$ cat src/rtl/mii_tx_sched_pkg.sv
// Shared types and helpers for the MII/RMII TX frame scheduler.
//   sched_state_t : scheduler FSM state (IDLE, SEND0, SEND1, GAP)
//   port_idx_t    : one-bit source port index
//   PORT_FRAMED   : port 0, framed stream (preamble + payload + FCS)
//   PORT_BYPASS   : port 1, raw bypass stream
//   cnt_width()   : bit width able to hold 0..max_val (never less than 1)
package mii_tx_sched_pkg;

  typedef enum logic [1:0] {
    IDLE  = 2'd0,
    SEND0 = 2'd1,
    SEND1 = 2'd2,
    GAP   = 2'd3
  } sched_state_t;

  typedef logic port_idx_t;

  localparam port_idx_t PORT_FRAMED = 1'b0;
  localparam port_idx_t PORT_BYPASS = 1'b1;

  function automatic int cnt_width(input int max_val);
    return (max_val < 1) ? 1 : $clog2(max_val + 1);
  endfunction

endpackage

$ cat src/rtl/mii_tx_gap_timer.sv
// Loadable down-counter that times the inter-frame gap.
// Ports:
//   clock, aresetn : clock and asynchronous active-low reset
//   load           : load 'value' into the counter this cycle
//   value          : gap length in cycles
//   done           : high in the last gap cycle (count at 1 or already 0)
module mii_tx_gap_timer #(
  parameter int CNT_W = 5
) (
  input  logic             clock,
  input  logic             aresetn,
  input  logic             load,
  input  logic [CNT_W-1:0] value,
  output logic             done
);

  logic [CNT_W-1:0] cnt_q, cnt_d;

  always_comb begin
    cnt_d = cnt_q;
    if (load) begin
      cnt_d = value;
    end else if (cnt_q != '0) begin
      cnt_d = cnt_q - CNT_W'(1);
    end
  end

  always_ff @(posedge clock or negedge aresetn) begin
    if (!aresetn) begin
      cnt_q <= '0;
    end else begin
      cnt_q <= cnt_d;
    end
  end

  // Loaded with N, the count is N in the first gap cycle and 1 in the Nth,
  // so the owner leaves the gap after exactly N cycles.
  assign done = (cnt_q <= CNT_W'(1));

endmodule

$ cat src/rtl/mii_tx_frame_scheduler.sv
// Frame-atomic arbiter for the MII/RMII TX path. Port 0 (framed) and port 1
// (bypass) compete for the serializer; a granted frame passes through
// combinationally until its tlast handshake, then IFG_CYCLES idle cycles follow.
// Optional frame counters are built when MII_TX_SCHED_STATS_EN is defined.
// Ports:
//   clock, aresetn            : clock and asynchronous active-low reset
//   saxis_0_*                 : framed stream in (tdata/tvalid/tuser/tlast, tready out)
//   saxis_1_*                 : bypass stream in (same signals)
//   maxis_*                   : stream to serializer (tready in)
//   cfg_rr                    : 1 round-robin, 0 port-0 priority with burst limit
//   busy                      : high whenever the FSM is not IDLE
//   stat_clear                : synchronous counter clear (stats build only)
//   stat_frames_0/1           : completed frames per port (0 without stats)
//   dbg_state                 : current FSM state encoding
// Handshake: a beat transfers on a rising clock edge where tvalid and tready
// are both high; tvalid never depends on tready, and the granted port sees
// maxis_tready directly while the other port's tready is held at 0.
module mii_tx_frame_scheduler
  import mii_tx_sched_pkg::*;
#(
  parameter int IFG_CYCLES = 24,
  parameter int MAX_BURST  = 4,
  parameter int STAT_WIDTH = 32
) (
  input  logic                  clock,
  input  logic                  aresetn,
  input  logic [7:0]            saxis_0_tdata,
  input  logic                  saxis_0_tvalid,
  output logic                  saxis_0_tready,
  input  logic                  saxis_0_tuser,
  input  logic                  saxis_0_tlast,
  input  logic [7:0]            saxis_1_tdata,
  input  logic                  saxis_1_tvalid,
  output logic                  saxis_1_tready,
  input  logic                  saxis_1_tuser,
  input  logic                  saxis_1_tlast,
  output logic [7:0]            maxis_tdata,
  output logic                  maxis_tvalid,
  input  logic                  maxis_tready,
  output logic                  maxis_tuser,
  output logic                  maxis_tlast,
  input  logic                  cfg_rr,
  output logic                  busy,
  input  logic                  stat_clear,
  output logic [STAT_WIDTH-1:0] stat_frames_0,
  output logic [STAT_WIDTH-1:0] stat_frames_1,
  output logic [1:0]            dbg_state
);

  localparam int GAP_W   = cnt_width(IFG_CYCLES);
  localparam int BURST_W = cnt_width(MAX_BURST);
  localparam logic [BURST_W-1:0] BURST_LIMIT = BURST_W'(MAX_BURST);

  sched_state_t       state_q, state_d;
  port_idx_t          last_grant_q, last_grant_d;
  logic [BURST_W-1:0] burst_q, burst_d;
  port_idx_t          pick;
  logic               gap_load;
  logic               gap_done;
  logic               eof_hs;

  // State register
  always_ff @(posedge clock or negedge aresetn) begin
    if (!aresetn) begin
      state_q      <= IDLE;
      last_grant_q <= PORT_BYPASS;
      burst_q      <= '0;
    end else begin
      state_q      <= state_d;
      last_grant_q <= last_grant_d;
      burst_q      <= burst_d;
    end
  end

  // Next-state and arbitration
  always_comb begin
    state_d      = state_q;
    last_grant_d = last_grant_q;
    burst_d      = burst_q;
    gap_load     = 1'b0;
    pick         = PORT_FRAMED;
    case (state_q)
      IDLE: begin
        if (saxis_0_tvalid && saxis_1_tvalid) begin
          if (cfg_rr) begin
            pick = ~last_grant_q;
          end else if (burst_q == BURST_LIMIT) begin
            pick = PORT_BYPASS;
          end else begin
            pick = PORT_FRAMED;
          end
        end else if (saxis_1_tvalid) begin
          pick = PORT_BYPASS;
        end

        if (saxis_0_tvalid || saxis_1_tvalid) begin
          last_grant_d = pick;
          // Burst count only grows while port 1 is kept waiting by port 0.
          if (pick == PORT_BYPASS || !saxis_1_tvalid) begin
            burst_d = '0;
          end else if (burst_q != BURST_LIMIT) begin
            burst_d = burst_q + BURST_W'(1);
          end
          state_d = (pick == PORT_BYPASS) ? SEND1 : SEND0;
        end
      end
      SEND0, SEND1: begin
        if (eof_hs) begin
          if (IFG_CYCLES == 0) begin
            state_d = IDLE;
          end else begin
            state_d  = GAP;
            gap_load = 1'b1;
          end
        end
      end
      GAP: begin
        if (gap_done) begin
          state_d = IDLE;
        end
      end
      default: state_d = IDLE;
    endcase
  end

  // Outputs: pure pass-through of the granted port, zeros otherwise
  always_comb begin
    maxis_tdata    = '0;
    maxis_tvalid   = 1'b0;
    maxis_tuser    = 1'b0;
    maxis_tlast    = 1'b0;
    saxis_0_tready = 1'b0;
    saxis_1_tready = 1'b0;
    case (state_q)
      SEND0: begin
        maxis_tdata    = saxis_0_tdata;
        maxis_tvalid   = saxis_0_tvalid;
        maxis_tuser    = saxis_0_tuser;
        maxis_tlast    = saxis_0_tlast;
        saxis_0_tready = maxis_tready;
      end
      SEND1: begin
        maxis_tdata    = saxis_1_tdata;
        maxis_tvalid   = saxis_1_tvalid;
        maxis_tuser    = saxis_1_tuser;
        maxis_tlast    = saxis_1_tlast;
        saxis_1_tready = maxis_tready;
      end
      default: ;
    endcase
  end

  assign eof_hs    = maxis_tvalid & maxis_tready & maxis_tlast;
  assign busy      = (state_q != IDLE);
  assign dbg_state = state_q;

  mii_tx_gap_timer #(
    .CNT_W (GAP_W)
  ) u_gap_timer (
    .clock   (clock),
    .aresetn (aresetn),
    .load    (gap_load),
    .value   (GAP_W'(IFG_CYCLES)),
    .done    (gap_done)
  );

`ifdef MII_TX_SCHED_STATS_EN
  logic [STAT_WIDTH-1:0] frames0_q, frames1_q;

  // Clear wins over a same-cycle frame completion.
  always_ff @(posedge clock or negedge aresetn) begin
    if (!aresetn) begin
      frames0_q <= '0;
      frames1_q <= '0;
    end else if (stat_clear) begin
      frames0_q <= '0;
      frames1_q <= '0;
    end else begin
      if (eof_hs && state_q == SEND0) frames0_q <= frames0_q + STAT_WIDTH'(1);
      if (eof_hs && state_q == SEND1) frames1_q <= frames1_q + STAT_WIDTH'(1);
    end
  end

  assign stat_frames_0 = frames0_q;
  assign stat_frames_1 = frames1_q;
`else
  logic unused_stat_clear;
  assign unused_stat_clear = stat_clear;
  assign stat_frames_0     = '0;
  assign stat_frames_1     = '0;
`endif

endmodule
$ cat config.mk
export PLATFORM = sky130hd
export DESIGN_NAME = mii_tx_frame_scheduler
export DESIGN_NICKNAME = d
export VERILOG_FILES = /design/src/rtl/mii_tx_sched_pkg.sv /design/src/rtl/mii_tx_gap_timer.sv /design/src/rtl/mii_tx_frame_scheduler.sv
export SDC_FILE = /design/constraint.sdc
export NUM_CORES = 1
export LEC_CHECK = 0
export BUFFER_PORTS_ARGS = -buffer_cell sky130_fd_sc_hd__buf_2
export CORE_MARGIN = 10
export CORE_UTILIZATION = 36
export CTS_BUF_LIST = sky130_fd_sc_hd__clkbuf_16
export DETAILED_ROUTE_END_ITERATION = 10
export GPL_TIMING_DRIVEN = 0
export PLACE_DENSITY = 0.88
export SLEW_MARGIN = 15
export SYNTH_ARGS = -nofsm -noshare
export SYNTH_HDL_FRONTEND = slang
export SYNTH_SLANG_ARGS = --single-unit
$ cat constraint.sdc
create_clock -name clock -period 1.5 [get_ports clock]
set_input_delay 0.225 -clock clock [delete_from_list [all_inputs] [get_ports clock]]
set_output_delay 0.225 -clock clock [all_outputs]
set_load 0.01 [all_outputs]
==> summary.md, run 1 <==
| Metric | Value |
|---|---|
| Outcome | `finished with violations` |
| Failing checks | `negative setup slack` |
| Final Max Slew Viols | `0` |
| Skew-Pair Late Insertion Delay | `around 0.24 ns` |
| Clock root cell | `clkbuf_16` |
| Starting density of the core | `0.372` |
| Leak Pwr | `1.27 nW` |
| CP arrival | `around 1.4 ns` |
| Most common cell after layout, fill and taps aside | `buf_4` |
| Placed Instances | `316` |
| Slowest CP cell | `dfrtp_2` |
| ANT nets after route | `0` |
| Final Net Count | `318` |
| Post-DP HPWL | `3190 µm` |
| CP Max Fanout | `5` |
| CTS tree | `yes` |
| WL met2 | `2010 µm` |
| First-pass GRT wire length | `6090 µm` |
| Pwr Total | `around 3.6 mW` |
| First-pass iteration count of the detailed router | `4` |
| Die height | `81.5 µm` |
| Worst R2R Start | `dbg_state[0]` |
| Synth Area per Inst | `8.31 µm²` |
| Post-Synthesis Cells | `approximately 160` |
| Antenna violations before repair | `0` |
| GRT overflow | `0` |
| WP buf/inv | `3` |
| Inserted Clock Buffers | `3` |
| Mapped cell area | `about 0.0014 mm²` |
| Worst Clk Skew | `0.00415 ns` |
| Worst R2R Path Depth | `6` |
| DRT iter0 DRCs | `19` |
| H-tree lvl count | `1` |
| Rows | `22` |
| Top_reg_cell synth | `dfrtp_1` |
| Tot GR Track Use | `0.113` |
| Non-filler cells, final | `330` |
| Residual DRC | `0` |
| Critical path required time | `1.27 ns` |
| Placer Congestion | `0.769` |
| RSZ-0062 raised after global routing | `true` |
| Placed instance area | `0.00194 mm²` |
| Internal reg-to-reg setup slack | `-0.15 ns` |
| R2r endpoint | `dbg_state[1]` |
| Area of the core | `0.00366 mm²` |
| Routed wire length | `3970 µm` |
| Crit path time final | `1.66 ns` |
| Fraction of registers with async set or reset after synthesis | `1.00` |
| Final instance area | `0.00223 mm²` |
| Largest net degree at the start of global routing | `12` |
| M1 WL | `1320 µm` |
| Hold Crit Class | `in2async` |
| Die outline width | `81.5 µm` |
| Crit Path Class | `reg2out` |
| Maximum VDD drop | `1.19 mV` |
| Cell Chain, Critical Path | `inv_2, ha_4, clkbuf_8, a22oi_2, nor2b_4, buf_6` |
| Vias in the first global route | `1,325` |
| PD cells | `1630 mW/mm²` |
| Final worst slack | `-0.165 ns` |
| Post-DR vias/cell | `approximately 4` |
| Max layer used | `met4` |
| CP peak stage delay | `~0.41 ns` |
| # IOs | `107` |
| Die Area | `about 0.0066 mm²` |
| Average wire per standard cell | `12.0 µm` |
| Max capacitance violation total | `0` |
| Synth Register Bits | `11` |
| Sink Count | `11` |
| Most frequent cells in the layout | `buf_4, conb_1, buf_2` |
| FMAX | `601 MHz` |
| YS warnings | `0` |
| CTS max path bufs | `2` |
| Crit share post-route | `1.11` |
| Share of cells above drive strength 1 | `0.518` |
| Vias | `1,287` |
| Routed wl met3 | `between 600 and 700 µm` |
| Yosys cell types | `37` |
| Area growth syn-to-layout | `64.0%` |
| EDFF count, synth | `0` |
| Antenna cells | `0` |
| I/O Buffers | `41` |
| Register area share after synthesis | `0.203` |
| Setup TNS | `-2.19 ns` |
| Final setup vio count | `17` |
| Clk slew on worst S/H paths | `~0.040 ns` |
| Crit-path leading delay family | `flip-flops` |
| Final hold vios | `0` |
| Startpoint types | `flop` |
| Min Hold Slack | `between 0.3 and 0.4 ns` |
| Critical Path End Type | `output pin` |
==> cells in the mapped netlist, drive strengths merged (2+ instances only) <==
library cell / n / share of area
and2: 4 / 0.019
nand4: 2 / 0.014
a22oi: 10 / 0.055
o21bai: 3 / 0.017
nand2b: 3 / 0.014
clkbuf: 3 / 0.0083
nor2b: 10 / 0.046
a22o: 3 / 0.021
nor3: 3 / 0.011
ha: 8 / 0.073
inv: 8 / 0.022
dfrtp: 10 / 0.18
a2bb2oi: 2 / 0.013
a21oi: 3 / 0.011
buf: 64 / 0.35
nor2: 4 / 0.011
nand2: 5 / 0.014
and2b: 2 / 0.012
o21ai: 3 / 0.011
==> sequential cells by signal, indices dropped and copies added, names as in the netlist <==
signal,cells
u_gap_timer.cnt_q,5
dbg_state,2
last_grant_q,1
burst_q,3
==> worst max-delay path by stage <==
stage | from | end | cells past startpoint
finish | dbg_state[1] | maxis_tdata[6] | 6
global route | dbg_state[0] | maxis_tdata[7] | 6
CTS | dbg_state[0] | maxis_tvalid | 5
detailed placement | dbg_state[0] | maxis_tdata[6] | 6
global placement | dbg_state[0] | maxis_tdata[6] | 6
floorplan | dbg_state[0] | u_gap_timer.cnt_q[3] | 6
==> metal layers <==
| layer | track usage | up-vias |
|---|---|---|
| met1 | 0.103 | 553 |
| met4 | 0.0294 | 0 |
| met2 | 0.201 | 67 |
| met5 | 0 | - |
| li1 | - | 663 |
| met3 | 0.0764 | 4 |
==> final cells by class <==
class,count,area [µm²]
tap,48,60.1
sequential,11,279
clock inverter,1,3.75
fill,325,1430
buffer,67,523
clock buffer,3,75.1
multi-input combinational,141,925
inverter,8,32.5
timing repair buffer,51,337
==> per-stage QoR <==
stage,setup slack [ns],utilization
after CTS,-0.161,0.597
after global placement,-0.190,0.529
final,-0.165,0.610
after detailed placement,-0.217,0.529
after global routing,-0.225,0.610
after floorplan,-0.0829,-
==> where the power goes <==
group | leakage [nW] | internal, mW | switching [mW]
registers | 0.135 | 0.442 | 0.146
clock network | 0.0423 | 0.349 | 0.126
logic | 1.09 | 1.43 | 1.15
total | 1.27 | 2.22 | 1.42
==> repair_timing <==
action                                  in CTS  in global routing
cloned                                       3                  0
pin swaps                                    6                  4
gates resized for setup                     22                 10
hold endpoints to repair                    10                  0
hold buffers                                 1                  0
endpoints found under the setup margin      17                 20
buffers inserted                             5                  1
==> logic make-up (layout without fill, tap and decap cells) <==
kind of cell             Yosys count  after routing  synth area share
buffers and inverters             75            130             0.383
AND/OR/NAND/NOR                   36             36             0.155
AO/OA/AOI/OAI                     31             31             0.168
flip-flops                        11             11             0.203
adder cells (fa/ha/maj)            8              8            0.0735
other                              1             64           0.00275
XOR/XNOR                           1              1           0.00643
multiplexers                       1              1           0.00826
Note: power is estimated with default switching activity, not from simulation.
==> run 2, diff against run 1 <==
CORE_ASPECT_RATIO = 0.6   (was default)
==> summary.md, run 2 (synthesis results as in run 1) <==
| Metric | Value |
|---|---|
| Final hold vios | `0` |
| Min Hold Slack | `0.380 ns` |
| Largest net degree at the start of global routing | `12` |
| Rows | `17` |
| PD cells | `1650 mW/mm²` |
| Critical Path End Type | `output pin` |
| First-pass GRT wire length | `6010 µm` |
| Residual DRC | `0` |
| Crit Path Class | `reg2out` |
| Area of the core | `0.00366 mm²` |
| Final Net Count | `316` |
| Worst Clk Skew | `0.00619 ns` |
| Share of cells above drive strength 1 | `0.529` |
| Setup TNS | `-2.81 ns` |
| Sink Count | `11` |
| ANT nets after route | `0` |
| Fill cell count | `320` |
| H-tree lvl count | `1` |
| CP Max Fanout | `10` |
| Leak Pwr | `1.25 nW` |
| Skew-Pair Late Insertion Delay | `0.24 ns` |
| Crit-path leading delay family | `flip-flops` |
| GRT overflow | `0` |
| Most frequent cells in the layout | `buf_4, conb_1, buf_2` |
| Internal reg-to-reg setup slack | `-0.20 ns` |
| Non-filler cells, final | `327` |
| Area of the multi-input gates | `roughly 960 µm²` |
| Die outline width | `99.4 µm` |
| CTS tree | `yes` |
| WP buf/inv | `3` |
| R2r endpoint | `dbg_state[0]` |
| Critical path required time | `1.27 ns` |
| Die height | `around 68 µm` |
| Maximum VDD drop | `0.805 mV` |
| Biggest register | `u_gap_timer.cnt_q` |
| Die Area | `0.00673 mm²` |
| Hold Crit Class | `in2async` |
| Tot GR Track Use | `0.109` |
| Antenna violations before repair | `0` |
| Vias in the first global route | `1,274` |
| Slowest CP cell | `dfrtp_2` |
| CTS max path bufs | `2` |
| Vias | `1,262` |
| CP arrival | `roughly 1.5 ns` |
| Area growth syn-to-layout | `63.0%` |
| Failing checks | `negative setup slack` |
| Starting density of the core | `0.372` |
| Crit path time final | `1.71 ns` |
| Post-DR vias/cell | `3.86` |
| Max FFs per register | `5` |
| Average wire per standard cell | `12.6 µm` |
| Cell Chain, Critical Path | `inv_4, ha_4, clkbuf_8, nor2b_1, buf_2` |
| Worst R2R Path Depth | `7` |
| Storage element area | `279 µm²` |
| Final Max Slew Viols | `0` |
| Startpoint types | `flop` |
| Antenna cells | `0` |
| I/O Buffers | `41` |
| Outcome | `finished with violations` |
| First-pass iteration count of the detailed router | `4` |
| Placed Instances | `roughly 320` |
| Most common cell after layout, fill and taps aside | `buf_4` |
| Final setup vio count | `19` |
| Place WS | `-0.238 ns` |
| Inserted Clock Buffers | `3` |
| DRT iter0 DRCs | `45` |
| # IOs | `107` |
| Clock root cell | `clkbuf_16` |
| Placer Congestion | `0.735` |
| FMAX | `583 MHz` |
| Crit share post-route | `1.14` |
| RSZ-0062 raised after global routing | `true` |
| Worst R2R Start | `dbg_state[0]` |
| Clk slew on worst S/H paths | `0.04 ns` |
| CP peak stage delay | `0.43 ns` |
| Routed wire length | `4110 µm` |
| Post-DP HPWL | `approximately 3500 µm` |
| Final instance area | `0.00222 mm²` |
| Final worst slack | `-0.214 ns` |
| Max capacitance violation total | `0` |
| Placed instance area | `0.00194 mm²` |
-- run 2: changes by cell type in the layout (fill, tap and decap cells not counted), moves of 2 or more --
| cell | delta |
|---|---|
| clkbuf_8 | -3 |
| a2bb2oi_1 | -2 |
| buf_2 | +3 |
| a22oi_1 | -3 |
| a2bb2oi_2 | +2 |
| buf_6 | -2 |
| a22oi_2 | +3 |
-- run 2: final cells by class --
type / instances / share of cell area
plain buffers: 67 / 0.235
well taps: 47 / 0.0265
multi-input cells: 141 / 0.432
flip-flops and latches: 11 / 0.126
repair buffers: 49 / 0.130
inverters: 8 / 0.0158
clock inverters: 1 / 0.00169
clock buffers: 3 / 0.0338
-- run 2: what timing repair did --
item / in CTS / in global routing
hold endpoints to repair: 10 / 0
gates resized for setup: 17 / 16
hold buffers: 1 / 0
setup buffers: 5 / 2
pin swaps: 3 / 7
endpoints found under the setup margin: 18 / 20
-- run 2: through the flow --
stage	power, mW	utilization
global placement	2.48	0.529
global route	3.95	0.607
finish	3.66	0.607
CTS	3.35	0.583
detailed placement	2.58	0.529
floorplan	2.04	-
-- run 2: how the worst max path moves through the flow --
stage / endpoint / depth (start not counted) / start
finish: maxis_tdata[7] / 5 / dbg_state[0]
global route: dbg_state[0] / 7 / dbg_state[0]
CTS: dbg_state[0] / 6 / dbg_state[0]
detailed placement: maxis_tdata[7] / 6 / dbg_state[0]
global placement: maxis_tdata[3] / 6 / dbg_state[0]
floorplan: u_gap_timer.cnt_q[3] / 6 / dbg_state[0]
-- run 2: metal layers --
| metal | up-vias | share of wire | routed length (µm) | global-route usage |
|---|---|---|---|---|
| li1 | 657 | - | - | - |
| met1 | 560 | 0.35 | 1450 | 0.116 |
| met2 | 41 | 0.58 | 2380 | 0.200 |
| met3 | 4 | 0.058 | 239 | 0.0387 |
| met4 | 0 | 0.0092 | 38 | 0.0356 |
| met5 | - | 0 | 0 | 0 |
-- run 2: power breakdown --
group	internal (mW)	leakage, nW	switching (mW)
clock	0.349	0.0423	0.124
sequential	0.442	0.135	0.162
combinational	1.37	1.07	1.22
total	2.16	1.25	1.51
==> run 3, diff against run 2 <==
ABC_AREA = 1   (was default)
CORE_UTILIZATION = 37   (was 36)
PLACE_DENSITY = 0.89   (was 0.88)
SLEW_MARGIN = 25   (was 15)
==> summary.md, run 3 <==
| Metric | Value |
|---|---|
| Largest area contributor in the netlist | `buf_4` |
| Vias | `between 1,000 and 1,500` |
| Post-DP HPWL | `3520 µm` |
| Sink Count | `11` |
| Most common cell in the netlist | `buf_4` |
| Final Max Slew Viols | `0` |
| Outcome | `finished with violations` |
| Synth Area per Inst | `between 7 and 8 µm²` |
| # IOs | `about 110` |
| CTS tree | `yes` |
| RSZ-0062 raised after global routing | `true` |
| Final Net Count | `353` |
| Antenna cells | `0` |
| Leak Pwr | `1.33 nW` |
| Biggest register | `u_gap_timer.cnt_q` |
| Most common cell after layout, fill and taps aside | `buf_4` |
| Starting density of the core | `0.387` |
| Final setup vio count | `13` |
| Placed instance area | `0.00197 mm²` |
| Min Hold Slack | `0.312 ns` |
| Share of cells above drive strength 1 | `0.464` |
| Routed wire length | `between 4000 and 5000 µm` |
| Post-Synthesis Cells | `202` |
| Most frequent cells in the layout | `buf_4, conb_1, nand2_1` |
| Max capacitance violation total | `0` |
| Synth Register Bits | `11` |
| Crit path time final | `1.69 ns` |
| Max FFs per register | `5` |
| Slowest CP cell | `dfrtp_1` |
| Final instance area | `around 0.0022 mm²` |
| Crit share post-route | `1.13` |
| Die height | `68.0 µm` |
| First-pass iteration count of the detailed router | `4` |
| Final hold vios | `0` |
| Critical Path End Type | `output pin` |
| Area growth syn-to-layout | `54.7%` |
| Average wire per standard cell | `13.0 µm` |
| Place WS | `-0.0869 ns` |
| Vias in the first global route | `between 1,000 and 1,500` |
| Placer Congestion | `0.819` |
| FMAX | `between 500 and 600 MHz` |
| I/O Buffers | `40` |
| Critical path required time | `1.27 ns` |
| Yosys top cell area share | `0.343` |
| Antenna violations before repair | `0` |
| Worst Clk Skew | `just over 0.0009 ns` |
| GRT overflow | `0` |
| Residual DRC | `0` |
| Yosys cell types | `28` |
| Top_reg_cell synth | `dfrtp_1` |
| Skew-Pair Late Insertion Delay | `about 0.24 ns` |
| YS warnings | `0` |
| CTS max path bufs | `2` |
| Maximum VDD drop | `0.999 mV` |
| PD cells | `~1700 mW/mm²` |
| ANT nets after route | `0` |
| Setup TNS | `-1.76 ns` |
| Non-filler cells, final | `364` |
| CP peak stage delay | `0.39 ns` |
| Largest net degree at the start of global routing | `12` |
| Cell Chain, Critical Path | `buf_4, ha_4, clkbuf_8, nand2_1, a21oi_2, buf_2` |
| First-pass GRT wire length | `6720 µm` |
| Register area share after synthesis | `0.194` |
| Fraction of registers with async set or reset after synthesis | `1.00` |
| Startpoint types | `flop` |
| Largest cells by area after synthesis | `buf_4, dfrtp_1, nand2_1` |
| Die outline width | `around 100 µm` |
| Tot GR Track Use | `0.123` |
| CP Max Fanout | `5` |
| Placed Instances | `352` |
| Mapped cell area | `0.00142 mm²` |
| Hold Crit Class | `in2reg` |
| Rows | `17` |
| CP arrival | `around 1.5 ns` |
| DRT iter0 DRCs | `85` |
| H-tree lvl count | `1` |
| Clk slew on worst S/H paths | `0.04 ns` |
| Die Area | `0.00681 mm²` |
| EDFF count, synth | `0` |
| Failing checks | `negative setup slack` |
| Clock root cell | `clkbuf_16` |
| Leading post-synthesis cells by instance count | `buf_4, nand2_1, inv_1` |
| Inserted Clock Buffers | `3` |
| Area of the core | `0.00368 mm²` |
| Final worst slack | `-0.192 ns` |
| Crit Path Class | `reg2out` |
| Post-DR vias/cell | `3.96` |
==> run 3: cell count changes after synthesis, moves of 3 or more <==
cell      previous run  this run
nand3_1              0         6
nand2b_1             3         0
nor2b_1             10         0
a21oi_1              3        11
nand2_1              5        51
a22oi_1             10         0
and2_1               3         0
inv_1                8        16
o21ai_1              0         6
==> run 3: path summary, 6_finish.rpt <==
path | endpoint | slack [ns] | startpoint | depth (start not counted)
setup / recovery | maxis_tdata[1] | -0.19 | dbg_state[0] | 6
hold / removal | burst_q[0] | 0.31 | saxis_1_tvalid | 3
setup reg to reg | u_gap_timer.cnt_q[1] | 0 | dbg_state[0] | 9
hold reg to reg | u_gap_timer.cnt_q[4] | 0.52 | u_gap_timer.cnt_q[4] | 2
max in group asynchronous | last_grant_q | 0.85 | aresetn | 2
min in group asynchronous | burst_q[2] | 0.39 | aresetn | 2
==> run 3: kinds of logic (layout without fill, tap and decap cells) <==
kind of cell    after synthesis  after routing  share of synthesized area
other cells                   1             64                    0.00264
fa+ha+maj                     8              8                     0.0704
flops                        11             11                      0.194
xor+xnor                      3              3                     0.0185
simple gates                 74             74                      0.241
buf+inv                      84            136                      0.393
compound gates               21             21                     0.0800
==> run 3: report_power, final <==
part / internal (mW) / switching [mW] / total (mW)
clock: 0.350 / 0.136 / 0.486
sequential: 0.448 / 0.122 / 0.570
combinational: 1.19 / 1.48 / 2.67
total: 1.99 / 1.73 / 3.73
==> run 3: area by class of cell <==
type,instances,area [µm²]
tap,47,58.8
inverter,16,62.6
clock inverter,1,3.75
multi-input combinational,170,910
buffer,68,528
sequential,11,277
timing repair buffer,48,287
clock buffer,3,75.1
fill,299,1480
==> run 3: repair_timing <==
action,CTS,global route
buffers inserted,5,0
gates cloned,2,0
pin swaps,2,3
endpoints found under the setup margin,16,18
hold endpoints to repair,10,0
hold buffers,1,0
gates resized for setup,17,8
==> run 3: metrics by stage <==
step / utilization / power (mW)
after floorplan: - / 2.08
after global placement: 0.536 / 2.51
after detailed placement: 0.536 / 2.57
after CTS: 0.594 / 3.54
after global routing: 0.598 / 3.99
final: 0.598 / 3.73
==> run 3: worst max-delay path: cells and delay by family (launching register included) <==
kind,cells,cell delay (ns)
adders and majority gates,1,0.16
DFF,1,0.39
and+or+nand+nor,1,0.07
buffers and inverters,3,0.47
AOI/OAI and AO/OA,1,0.14
==> run 3: layer usage <==
layer	global-route usage	vias to the layer above	wire length, µm
met3	0.0302	6	207
met1	0.120	657	1630
met5	0	-	0
met4	0.0386	0	46
li1	-	730	-
met2	0.253	49	2860
